File: src/rtl/ll_sync_pkg.sv
`default_nettype none
// ============================================================================
// Module   : ll_sync_pkg
// Purpose  : Shared types and helpers for the Logic Link receive word-sync
//            checker: FSM state encoding, default marker pattern and the
//            marker bit-position function.
// Revision : 1.0 - initial release
// ============================================================================
package ll_sync_pkg;

    // Receive sync FSM states
    typedef enum logic [1:0] {
        ST_IDLE   = 2'd0,
        ST_HUNT   = 2'd1,
        ST_DELAY  = 2'd2,
        ST_ONLINE = 2'd3
    } sync_state_t;

    // Persistent marker pattern inserted by the transmit side (bit k = marker k)
    localparam logic [3:0] C_EXP_MRK_DEFAULT = 4'b1000;

    // Marker k occupies the top bit of its PHY_WIDTH/MARKER_WIDTH lane
    function automatic int mrk_bit_idx(input int phy_width, input int mrk_width, input int k);
        return (k + 1) * (phy_width / mrk_width) - 1;
    endfunction

endpackage
`default_nettype wire

File: src/rtl/ll_rx_word_check.sv
`default_nettype none
// ============================================================================
// Module   : ll_rx_word_check
// Purpose  : Combinational good-word compare of one received PHY word:
//            strobe userbit set and all checked markers at their expected
//            value. Gen1 checks marker 0 only (expected 1).
// Revision : 1.0 - initial release
// ============================================================================
module ll_rx_word_check
    import ll_sync_pkg::*;
#(
    parameter int                      PHY_WIDTH    = 320,
    parameter int                      MARKER_WIDTH = 4,
    parameter int                      STB_LOC      = 1,
    parameter logic [MARKER_WIDTH-1:0] EXP_MRK      = C_EXP_MRK_DEFAULT
) (
    input  logic [PHY_WIDTH-1:0]    i_rx_phy,
    input  logic                    i_gen2_mode,
    output logic                    o_good,
    output logic [MARKER_WIDTH-1:0] o_mismatch
);

    logic [MARKER_WIDTH-1:0] w_mrk;
    logic [MARKER_WIDTH-1:0] w_exp;
    logic [MARKER_WIDTH-1:0] w_mask;
    logic                    w_unused_phy;

    // Gather the marker userbits from the top of each lane
    for (genvar k = 0; k < MARKER_WIDTH; k++) begin : g_mrk
        assign w_mrk[k] = i_rx_phy[mrk_bit_idx(PHY_WIDTH, MARKER_WIDTH, k)];
    end

    // Select which markers are checked and what they must read
    always_comb begin
        w_mask = '1;
        w_exp  = EXP_MRK;
        if (!i_gen2_mode) begin
            w_mask    = '0;
            w_mask[0] = 1'b1;
            w_exp     = '0;
            w_exp[0]  = 1'b1;
        end
    end

    assign o_mismatch = (w_mrk ^ w_exp) & w_mask;
    assign o_good     = i_rx_phy[STB_LOC] & ~(|o_mismatch);

    // Payload bits are not inspected here
    assign w_unused_phy = ^i_rx_phy;

endmodule
`default_nettype wire

File: src/rtl/ll_rx_sync_check.sv
`default_nettype none
// ============================================================================
// Module   : ll_rx_sync_check
// Purpose  : Receive-side word-sync checker. Declares word lock after
//            LOCK_CNT consecutive good words, raises rx_online_delay a
//            programmable number of cycles later and drops both after
//            UNLOCK_CNT consecutive bad words, counting lock losses.
//            Optional macro LL_RX_SYNC_STATUS_EN enables the registered
//            debug status word; otherwise it reads 32'h0.
// Revision : 1.0 - initial release
// ============================================================================
module ll_rx_sync_check
    import ll_sync_pkg::*;
#(
    parameter int                      PHY_WIDTH    = 320,
    parameter int                      MARKER_WIDTH = 4,
    parameter int                      STB_LOC      = 1,
    parameter logic [MARKER_WIDTH-1:0] EXP_MRK      = C_EXP_MRK_DEFAULT,
    parameter int                      LOCK_CNT     = 8,
    parameter int                      UNLOCK_CNT   = 4
) (
    input  logic                 clk_wr,
    input  logic                 rst_wr_n,
    input  logic                 rx_online,
    input  logic [PHY_WIDTH-1:0] rx_phy,
    input  logic                 m_gen2_mode,
    input  logic [7:0]           delay_x_value,
    output logic                 rx_word_lock,
    output logic                 rx_online_delay,
    output logic [15:0]          rx_sync_err_cnt,
    output logic [31:0]          rx_sync_debug_status
);

    localparam logic [7:0] C_LOCK_LAST   = 8'(LOCK_CNT - 1);
    localparam logic [7:0] C_UNLOCK_LAST = 8'(UNLOCK_CNT - 1);

    sync_state_t             r_state;
    sync_state_t             w_state_nxt;
    logic                    w_good;
    logic [MARKER_WIDTH-1:0] w_mismatch;
    logic                    r_good;
    logic [7:0]              r_good_cnt;
    logic [7:0]              w_good_cnt_nxt;
    logic [7:0]              w_good_cnt_inc;
    logic [7:0]              r_bad_cnt;
    logic [7:0]              w_bad_cnt_nxt;
    logic [7:0]              r_dly_cnt;
    logic [7:0]              w_dly_cnt_nxt;
    logic [15:0]             r_err_cnt;
    logic [15:0]             w_err_cnt_nxt;

    ll_rx_word_check #(
        .PHY_WIDTH    (PHY_WIDTH),
        .MARKER_WIDTH (MARKER_WIDTH),
        .STB_LOC      (STB_LOC),
        .EXP_MRK      (EXP_MRK)
    ) u_word_check (
        .i_rx_phy    (rx_phy),
        .i_gen2_mode (m_gen2_mode),
        .o_good      (w_good),
        .o_mismatch  (w_mismatch)
    );

    // Register the compare result; the FSM acts on it one cycle later
    always_ff @(posedge clk_wr or negedge rst_wr_n) begin
        if (!rst_wr_n) r_good <= 1'b0;
        else           r_good <= w_good;
    end

    // FSM state register
    always_ff @(posedge clk_wr or negedge rst_wr_n) begin
        if (!rst_wr_n) r_state <= ST_IDLE;
        else           r_state <= w_state_nxt;
    end

    assign w_good_cnt_inc = (r_good_cnt == 8'hFF) ? r_good_cnt : r_good_cnt + 8'd1;

    // Next state and counter updates; rx_online low overrides everything
    always_comb begin
        w_state_nxt    = r_state;
        w_good_cnt_nxt = r_good_cnt;
        w_bad_cnt_nxt  = r_bad_cnt;
        w_dly_cnt_nxt  = r_dly_cnt;
        w_err_cnt_nxt  = r_err_cnt;
        if (!rx_online) begin
            w_state_nxt    = ST_IDLE;
            w_good_cnt_nxt = 8'd0;
            w_bad_cnt_nxt  = 8'd0;
            w_dly_cnt_nxt  = 8'd0;
        end else begin
            case (r_state)
                ST_IDLE: begin
                    w_state_nxt = ST_HUNT;
                end
                ST_HUNT: begin
                    if (r_good) begin
                        w_good_cnt_nxt = w_good_cnt_inc;
                        if (r_good_cnt >= C_LOCK_LAST) begin
                            w_state_nxt   = ST_DELAY;
                            w_dly_cnt_nxt = delay_x_value;
                        end
                    end else begin
                        w_good_cnt_nxt = 8'd0;
                    end
                end
                ST_DELAY, ST_ONLINE: begin
                    if (r_state == ST_DELAY) begin
                        if (r_dly_cnt == 8'd0) w_state_nxt   = ST_ONLINE;
                        else                   w_dly_cnt_nxt = r_dly_cnt - 8'd1;
                    end
                    if (r_good) begin
                        w_good_cnt_nxt = w_good_cnt_inc;
                        w_bad_cnt_nxt  = 8'd0;
                    end else if (r_bad_cnt >= C_UNLOCK_LAST) begin
                        // Persistent mismatch: back to hunting, count the loss
                        w_state_nxt    = ST_HUNT;
                        w_good_cnt_nxt = 8'd0;
                        w_bad_cnt_nxt  = 8'd0;
                        w_dly_cnt_nxt  = 8'd0;
                        w_err_cnt_nxt  = (r_err_cnt == 16'hFFFF) ? r_err_cnt : r_err_cnt + 16'd1;
                    end else begin
                        w_good_cnt_nxt = 8'd0;
                        w_bad_cnt_nxt  = r_bad_cnt + 8'd1;
                    end
                end
                default: begin
                    w_state_nxt = ST_IDLE;
                end
            endcase
        end
    end

    // Counter registers
    always_ff @(posedge clk_wr or negedge rst_wr_n) begin
        if (!rst_wr_n) begin
            r_good_cnt <= 8'd0;
            r_bad_cnt  <= 8'd0;
            r_dly_cnt  <= 8'd0;
            r_err_cnt  <= 16'd0;
        end else begin
            r_good_cnt <= w_good_cnt_nxt;
            r_bad_cnt  <= w_bad_cnt_nxt;
            r_dly_cnt  <= w_dly_cnt_nxt;
            r_err_cnt  <= w_err_cnt_nxt;
        end
    end

    assign rx_word_lock    = (r_state == ST_DELAY) || (r_state == ST_ONLINE);
    assign rx_online_delay = (r_state == ST_ONLINE);
    assign rx_sync_err_cnt = r_err_cnt;

`ifdef LL_RX_SYNC_STATUS_EN
    logic [7:0] r_last_mis;

    // Hold the most recent non-zero marker mismatch seen while online
    always_ff @(posedge clk_wr or negedge rst_wr_n) begin
        if (!rst_wr_n)                       r_last_mis <= 8'd0;
        else if (rx_online && |w_mismatch)   r_last_mis <= 8'(w_mismatch);
    end

    assign rx_sync_debug_status = {r_state, 6'b0, r_good_cnt, r_bad_cnt, r_last_mis};
`else
    logic w_unused_mismatch;

    assign w_unused_mismatch    = ^w_mismatch;
    assign rx_sync_debug_status = 32'h0;
`endif

endmodule
`default_nettype wire

File: config.mk
export PLATFORM = sky130hd
export DESIGN_NAME = ll_rx_sync_check
export DESIGN_NICKNAME = d
export VERILOG_FILES = /design/src/rtl/ll_sync_pkg.sv /design/src/rtl/ll_rx_word_check.sv /design/src/rtl/ll_rx_sync_check.sv
export SDC_FILE = /design/constraint.sdc
export NUM_CORES = 1
export LEC_CHECK = 0
export CAP_MARGIN = 20
export CORE_AREA = 4 4 147 149
export CTS_CLUSTER_DIAMETER = 40
export CTS_CLUSTER_SIZE = 30
export DETAILED_ROUTE_END_ITERATION = 16
export DIE_AREA = 0 0 151 153
export GPL_TIMING_DRIVEN = 0
export PLACE_DENSITY_LB_ADDON = 0.1
export SETUP_SLACK_MARGIN = 0.2
export SLEW_MARGIN = 20
export SYNTH_ARGS = -nofsm -noshare
export SYNTH_HDL_FRONTEND = slang
export SYNTH_SLANG_ARGS = --single-unit
File: constraint.sdc
create_clock -name clk_wr -period 1.9 [get_ports clk_wr]
set_clock_uncertainty 0.05 [all_clocks]
set_input_delay 0.475 -clock clk_wr [delete_from_list [all_inputs] [get_ports clk_wr]]
set_output_delay 0.475 -clock clk_wr [all_outputs]
set_load 0.01 [all_outputs]
==> Word-level counts from Yosys, hierarchy flattened <==
Cells that the tools add are included.
{ "op_classes": {"add_sub_neg": 4, "n_lt_le_gt_ge": 2, "eq_ne": 11, "n_mux": 26, "n_bitwise": 6, "n_reduce_logical": 10} }
{ "ops": {"columns": ["op", "count"], "rows": [
  ["$mux W8", 15],
  ["$add A16 B1 Y16 const B", 1],
  ["$add A8 B1 Y8 const B", 2],
  ["$eq A16 B16 Y1 const B", 1],
  ["$pmux W8 S2", 1],
  ["$mux W2", 7],
  ["$ne A3 B3 Y1 const B", 3],
  ["$eq A8 B8 Y1 const B", 1],
  ["$ge A8 B2 Y1 const B", 1],
  ["$ge A8 B3 Y1 const B", 1],
  ["$logic_not A8 Y1", 1],
  ["$mux W4", 2],
  ["$sub A8 B1 Y8 const B", 1],
  ["$pmux W2 S3", 1],
  ["$reduce_and A5 Y1", 1],
  ["$and A4 B4 Y4", 1],
  ["$eq A2 B2 Y1 const B", 2],
  ["$reduce_and A2 Y1", 2],
  ["$reduce_or A4 Y1", 1],
  ["$xor A4 B4 Y4", 1],
  ["$ne A3 B1 Y1 const B", 1],
  ["$not A1 Y1", 3],
  ["$reduce_and A3 Y1", 1],
  ["$reduce_or A3 Y1", 1],
  ["7 further kinds", 7]
]} }
{ "totals": {"register_bits": 43, "inputBits": 332, "output_inout_bits": 50, "elab_cells": 65} }

==> Logic depth before layout (Yosys ltp) <==
{ "logic_depth": {"depth_word": 7, "ltp_mapped": 8, "depth_no_buf": 7} }

==> Modules after synthesis <==
A second synthesis with hierarchy kept.
{ "hier_totals": {"cells_unflattened": 271, "area_unflattened_um2": 2565.0} }
{ "by_module_without_submodules": {"columns": ["module", "instances", "cells_each", "area_each_um2", "seq_area_each_um2"], "rows": [
  ["ll_rx_sync_check", 1, 263, 2502.4, 1076.0],
  ["ll_rx_word_check", 1, 8, 62.6, 0.0]
]} }

==> Least setup slack after synthesis <==
No wires, ideal clock.
{ "synth_path": {"path_kind": "flip-flop to flip-flop", "start": "reg r_err_cnt[0] (netlist: rx_sync_err_cnt[0])", "end": "reg r_err_cnt[5] (netlist: rx_sync_err_cnt[5])", "setup_ps": 79, "t_arrival_ps": 1827, "t_required_ps": 1771, "slack_ps": -57, "path_stages_with_launch": 9, "path_buffers": 2, "period_less_slack_ps": 1957, "cell_sequence": "dfrtp_1 ha_1 nand3_2 nor4_1 or3_1 buf_6 buf_12 nor3_2 xor2_1"} }
{ "synth_between": {"elab_chain_cells": 3, "word_cells_on_any_way": 4, "cone_classes": "add/sub (1); eq/ne (1); bitwise (1); reduce/logical (1)"} }
{ "synth_lines": {"columns": ["element", "line_no", "source"], "rows": [
  ["start, declared", "ll_rx_sync_check.sv:49", "logic [15:0] r_err_cnt;"],
  ["start signal, assigned", "ll_rx_sync_check.sv:144", "r_err_cnt <= w_err_cnt_nxt;"],
  ["parallel branches: the longest is 3 deep, another holds $add A16 B1 Y16", null, null]
]} }
Parallel ways; which one is timed is not known.
A chain may end at the register's enable or synchronous reset.

==> Final worst setup path <==
{ "layout_path": {"start": "reg r_bad_cnt[1]", "end": "reg r_err_cnt[5] (netlist: rx_sync_err_cnt[5])"} }
{ "layout_between": {"elab_chain_cells": 2} }
{ "layout_lines": {"columns": ["element", "line_no", "source"], "rows": [
  ["start, declared", "ll_rx_sync_check.sv:45", "logic [7:0] r_bad_cnt;"],
  ["start signal, assigned", "ll_rx_sync_check.sv:142", "r_bad_cnt <= w_bad_cnt_nxt;"],
  ["$ge A8 B2 Y1", "ll_rx_sync_check.sv:114", "end else if (r_bad_cnt >= C_UNLOCK_LAST) begin"],
  ["$reduce_and A5 Y1 (no source line)", null, null]
]} }
Every way passes these cells.

==> flow_summary.json <==
{
  "status": "finished with violations",
  "violations": "negative setup slack",
  "yosysTopAreaCell": "dfrtp_1",
  "grt_overflow": 0,
  "cts_max_level": 2,
  "syn_to_final_growth_pct": 58.93,
  "rsz0062_at_grt": "true",
  "wl_per_cell_um": 11.87,
  "antenna_cells": 0,
  "dr.pass1.iters": 4,
  "holdBufCountCts": 0,
  "grt_max_degree": 44,
  "drive_above_1_share_pct": 34.40,
  "vias": 2177,
  "vdd_ir_drop_max_v": 0.0002642,
  "cts_buffer_depth": 2,
  "sequentialPowerShare_pct": 43.5,
  "max_cap_viol_count": 0,
  "p_per_area_mw_per_mm2": 513.2,
  "power_mw": 2.125,
  "antenna_found_initial": 0,
  "async_flop_share_pct": 100.0,
  "sw_frac_of_total_pct": 22.71,
  "drt_iter0_drc": 76,
  "tritoncts": "built",
  "yosys.area.top_type_share_pct": 41.31,
  "synthCells": 270,
  "arrival_ps": 2090,
  "cp_data_required_time_ps": 2060,
  "crit_path_end": "rx_sync_err_cnt[5]$_DFFE_PN0P_",
  "die-height_um": 153,
  "max_freq_mhz": 517.1,
  "power_frac_comb_pct": 9.6,
  "finalSetupViolations": 1,
  "rows": 52,
  "ys_top_cells_by_area": "dfrtp_1 41%, buf_4 9.2%, xor2_1 3.7%",
  "max_slew.worst_pin.slew_ps": 606.8,
  "slew_violations": 0,
  "finalNetCount": 711,
  "leakage_nw": 1.941,
  "grt_usage_pct": 6.849,
  "ant_nets": 0,
  "grt_pass1_wl_mm": 12.64,
  "reg2reg_setup_slack_ps": -30,
  "ys_types": 46,
  "reg2regPathDepth": 8,
  "grt_pass1_vias": 2386,
  "path_buf_inv": 2,
  "root_buffer": "clkbuf_16",
  "cp_top_family": "simple AND/OR/NAND/NOR gates",
  "start_util_pct": 12.92,
  "fin_hold_ws_ps": 142.9,
  "yosys_warnings": 0,
  "relSlewSlack_pct": 59.55,
  "r2r-end": "rx_sync_err_cnt[5]$_DFFE_PN0P_",
  "slowest_delay_ps": 380,
  "clk_pin_slew_ps": 70,
  "syn_area_sq_mm": 0.002605,
  "startpoint_type": "register",
  "routed_wl_mm": 7.658,
  "endpoint_kind": "register",
  "drc_errors": 0,
  "clkLatencyLatePin_ps": 280,
  "cp_slowest_cell": "or3_1",
  "place_ws_ps": -723.2,
  "cts_made_buffers": 5,
  "dp_hpwl_mm": 5.420,
  "io_pins": 382,
  "crit_fanout": 6,
  "cts_sinks": 43,
  "fin_ws_ps": -34.02,
  "min_path_type": "in2async",
  "clock_power_share_pct": 46.9,
  "fin_crit_sh_pct": 101.8,
  "place.gp.congestion": 0.6735,
  "synth_edf_count": 0,
  "seq_area_frac_synth_pct": 41.31,
  "setup.worst_path.class": "reg2reg",
  "synth_area_per_cell_sq_um": 9.648,
  "worst-path-stages": 8,
  "switching_power_mw": 0.4825,
  "crit-reg2reg-launch": "r_bad_cnt[1]$_DFFE_PN0P_",
  "fin_crit_ps": 1934,
  "crit_chain": "ha_2 > nor3_2 > a21o_1 > or3_1 > buf_6 > buf_12 > nor3_4 > xor2_1",
  "synthFlopType": "dfrtp_1",
  "crit_path_start": "r_bad_cnt[1]$_DFFE_PN0P_",
  "die_area_sq_mm": 0.02310,
  "die_w_um": 151,
  "core_sq_mm": 0.02017,
  "avgViaCountPerCell": 3.375,
  "final.setup.tns_ps": -34.02,
  "fin_util_pct": 20.53,
  "n_fill_cell": 2264,
  "port_buffers": 34,
  "p_int_mw": 1.642,
  "hold_viol_final": 0,
  "ys_ff_latch": 43
}
worst register-to-register path, cell delays in order, from the launching register on:
cell and delay (ps):
dfrtp_1 360, ha_2 200, nor3_2 50, a21o_1 180, or3_1 380, buf_6 160, buf_12 150, nor3_4 180
xor2_1 160
through the flow:
step,area [sq um],cells
floorplan,2751,301
global placement,3430,605
detailed placement,3427,605
CTS,4083,641
global route,4140,645
finish,4140,645
cell usage in the layout (no fill, tap or decap), drive strengths merged, types with 2 or more instances in the layout:
master | Yosys | layout
o21ai | 6 | 6
nor3 | 15 | 15
xor2 | 11 | 11
conb | 1 | 32
nand2b | 4 | 4
xnor2 | 8 | 8
a31oi | 8 | 8
buf | 35 | 71
ha | 5 | 5
clkbuf | 5 | 11
nor4 | 7 | 7
clkdlybuf4s50 | 0 | 15
inv | 9 | 8
nand2 | 17 | 17
nand4 | 6 | 6
or4 | 3 | 3
a21oi | 10 | 10
dfrtp | 43 | 43
and2 | 2 | 2
a31o | 2 | 2
dlygate4sd2 | 0 | 16
nand3 | 11 | 11
and3 | 3 | 3
o22ai | 8 | 8
and4 | 2 | 2
a21o | 2 | 2
mux2 | 2 | 2
nor4b | 2 | 2
mux2i | 9 | 9
nor2b | 3 | 3
nor2 | 23 | 23
cells by family (layout without fill, tap and decap cells):
family	after synthesis	count (layout)	share of synthesized area (%)
adder cells (fa/ha/maj)	5	5	2.402
buffers and inverters	49	123	12.63
other	1	32	0.1440
flip-flops	43	43	41.31
AO/OA/AOI/OAI	42	42	10.04
XOR/XNOR	19	19	6.388
multiplexers	11	11	4.323
AND/OR/NAND/NOR	100	100	22.77
final cells by class:
type	count	area (sq um)	area share [%]
clock inverters	1	30.03	0.7253
plain buffers	40	316.6	7.646
inverters	9	37.54	0.9066
flip-flops and latches	43	1090	26.32
multi-input cells	209	1570	37.93
well taps	270	337.8	8.160
repair buffers	66	625.6	15.11
clock buffers	7	132.6	3.203
power by group through the flow:
stage               clock network [mW]  registers [mW]  logic [mW]
floorplan                            0           0.941       0.120
global placement                     0           0.944       0.191
finish                           0.996           0.925       0.204
detailed placement                   0           0.943       0.190
CTS                               1.04           0.925       0.203
global route                      1.07           0.925       0.230
per-layer routing:
layer  global-route usage [%]  vias up  routed length, um
met4                    2.202        0                 97
li1                         -     1098                  -
met2                    11.72       39               3832
met5                        0        -                  0
met3                    1.362        6                241
met1                    8.585     1034               3486
how the worst min path moves through the flow:
stage,depth (start not counted),slack [ps],end
global route,1,200,rx_sync_err_cnt[4]$_DFFE_PN0P_
floorplan,0,130,r_bad_cnt[0]$_DFFE_PN0P_
CTS,1,180,rx_sync_err_cnt[4]$_DFFE_PN0P_
global placement,2,450,r_bad_cnt[7]$_DFFE_PN0P_
finish,1,140,rx_sync_err_cnt[4]$_DFFE_PN0P_
detailed placement,1,450,rx_sync_err_cnt[11]$_DFFE_PN0P_
cell usage after synthesis (2+ instances only):
cell / count
a31o_2: 2
and2_1: 2
inv_1: 9
dfrtp_1: 43
ha_1: 5
or4_1: 3
nand2_1: 17
xor2_1: 11
nor2_1: 23
nand3_1: 10
nand4_1: 5
nand2b_1: 4
nor2b_1: 3
o22ai_1: 8
nor4_4: 2
mux2i_1: 9
and3_1: 3
and4_1: 2
nor3_1: 10
o21ai_0: 5
a31oi_1: 8
nor4b_1: 2
nor4_1: 2
nor3_2: 5
mux2_2: 2
a21o_1: 2
a21oi_1: 10
nor4_2: 3
clkbuf_1: 5
xnor2_1: 8
buf_4: 32
registers in the layout, indices dropped and copies added (netlist names):
signal	count
r_good	1
r_state	2
r_good_cnt	8
rx_sync_err_cnt	16
r_bad_cnt	8
r_dly_cnt	8
timing repair:
item | 4_1_cts | 5_1_grt
cloned | 1 | 0
endpoints found under the setup margin | 58 | 31
setup buffers | 27 | 4
pin swaps | 30 | 7
resized for setup | 85 | 6
(Power assumes the default switching activity.)
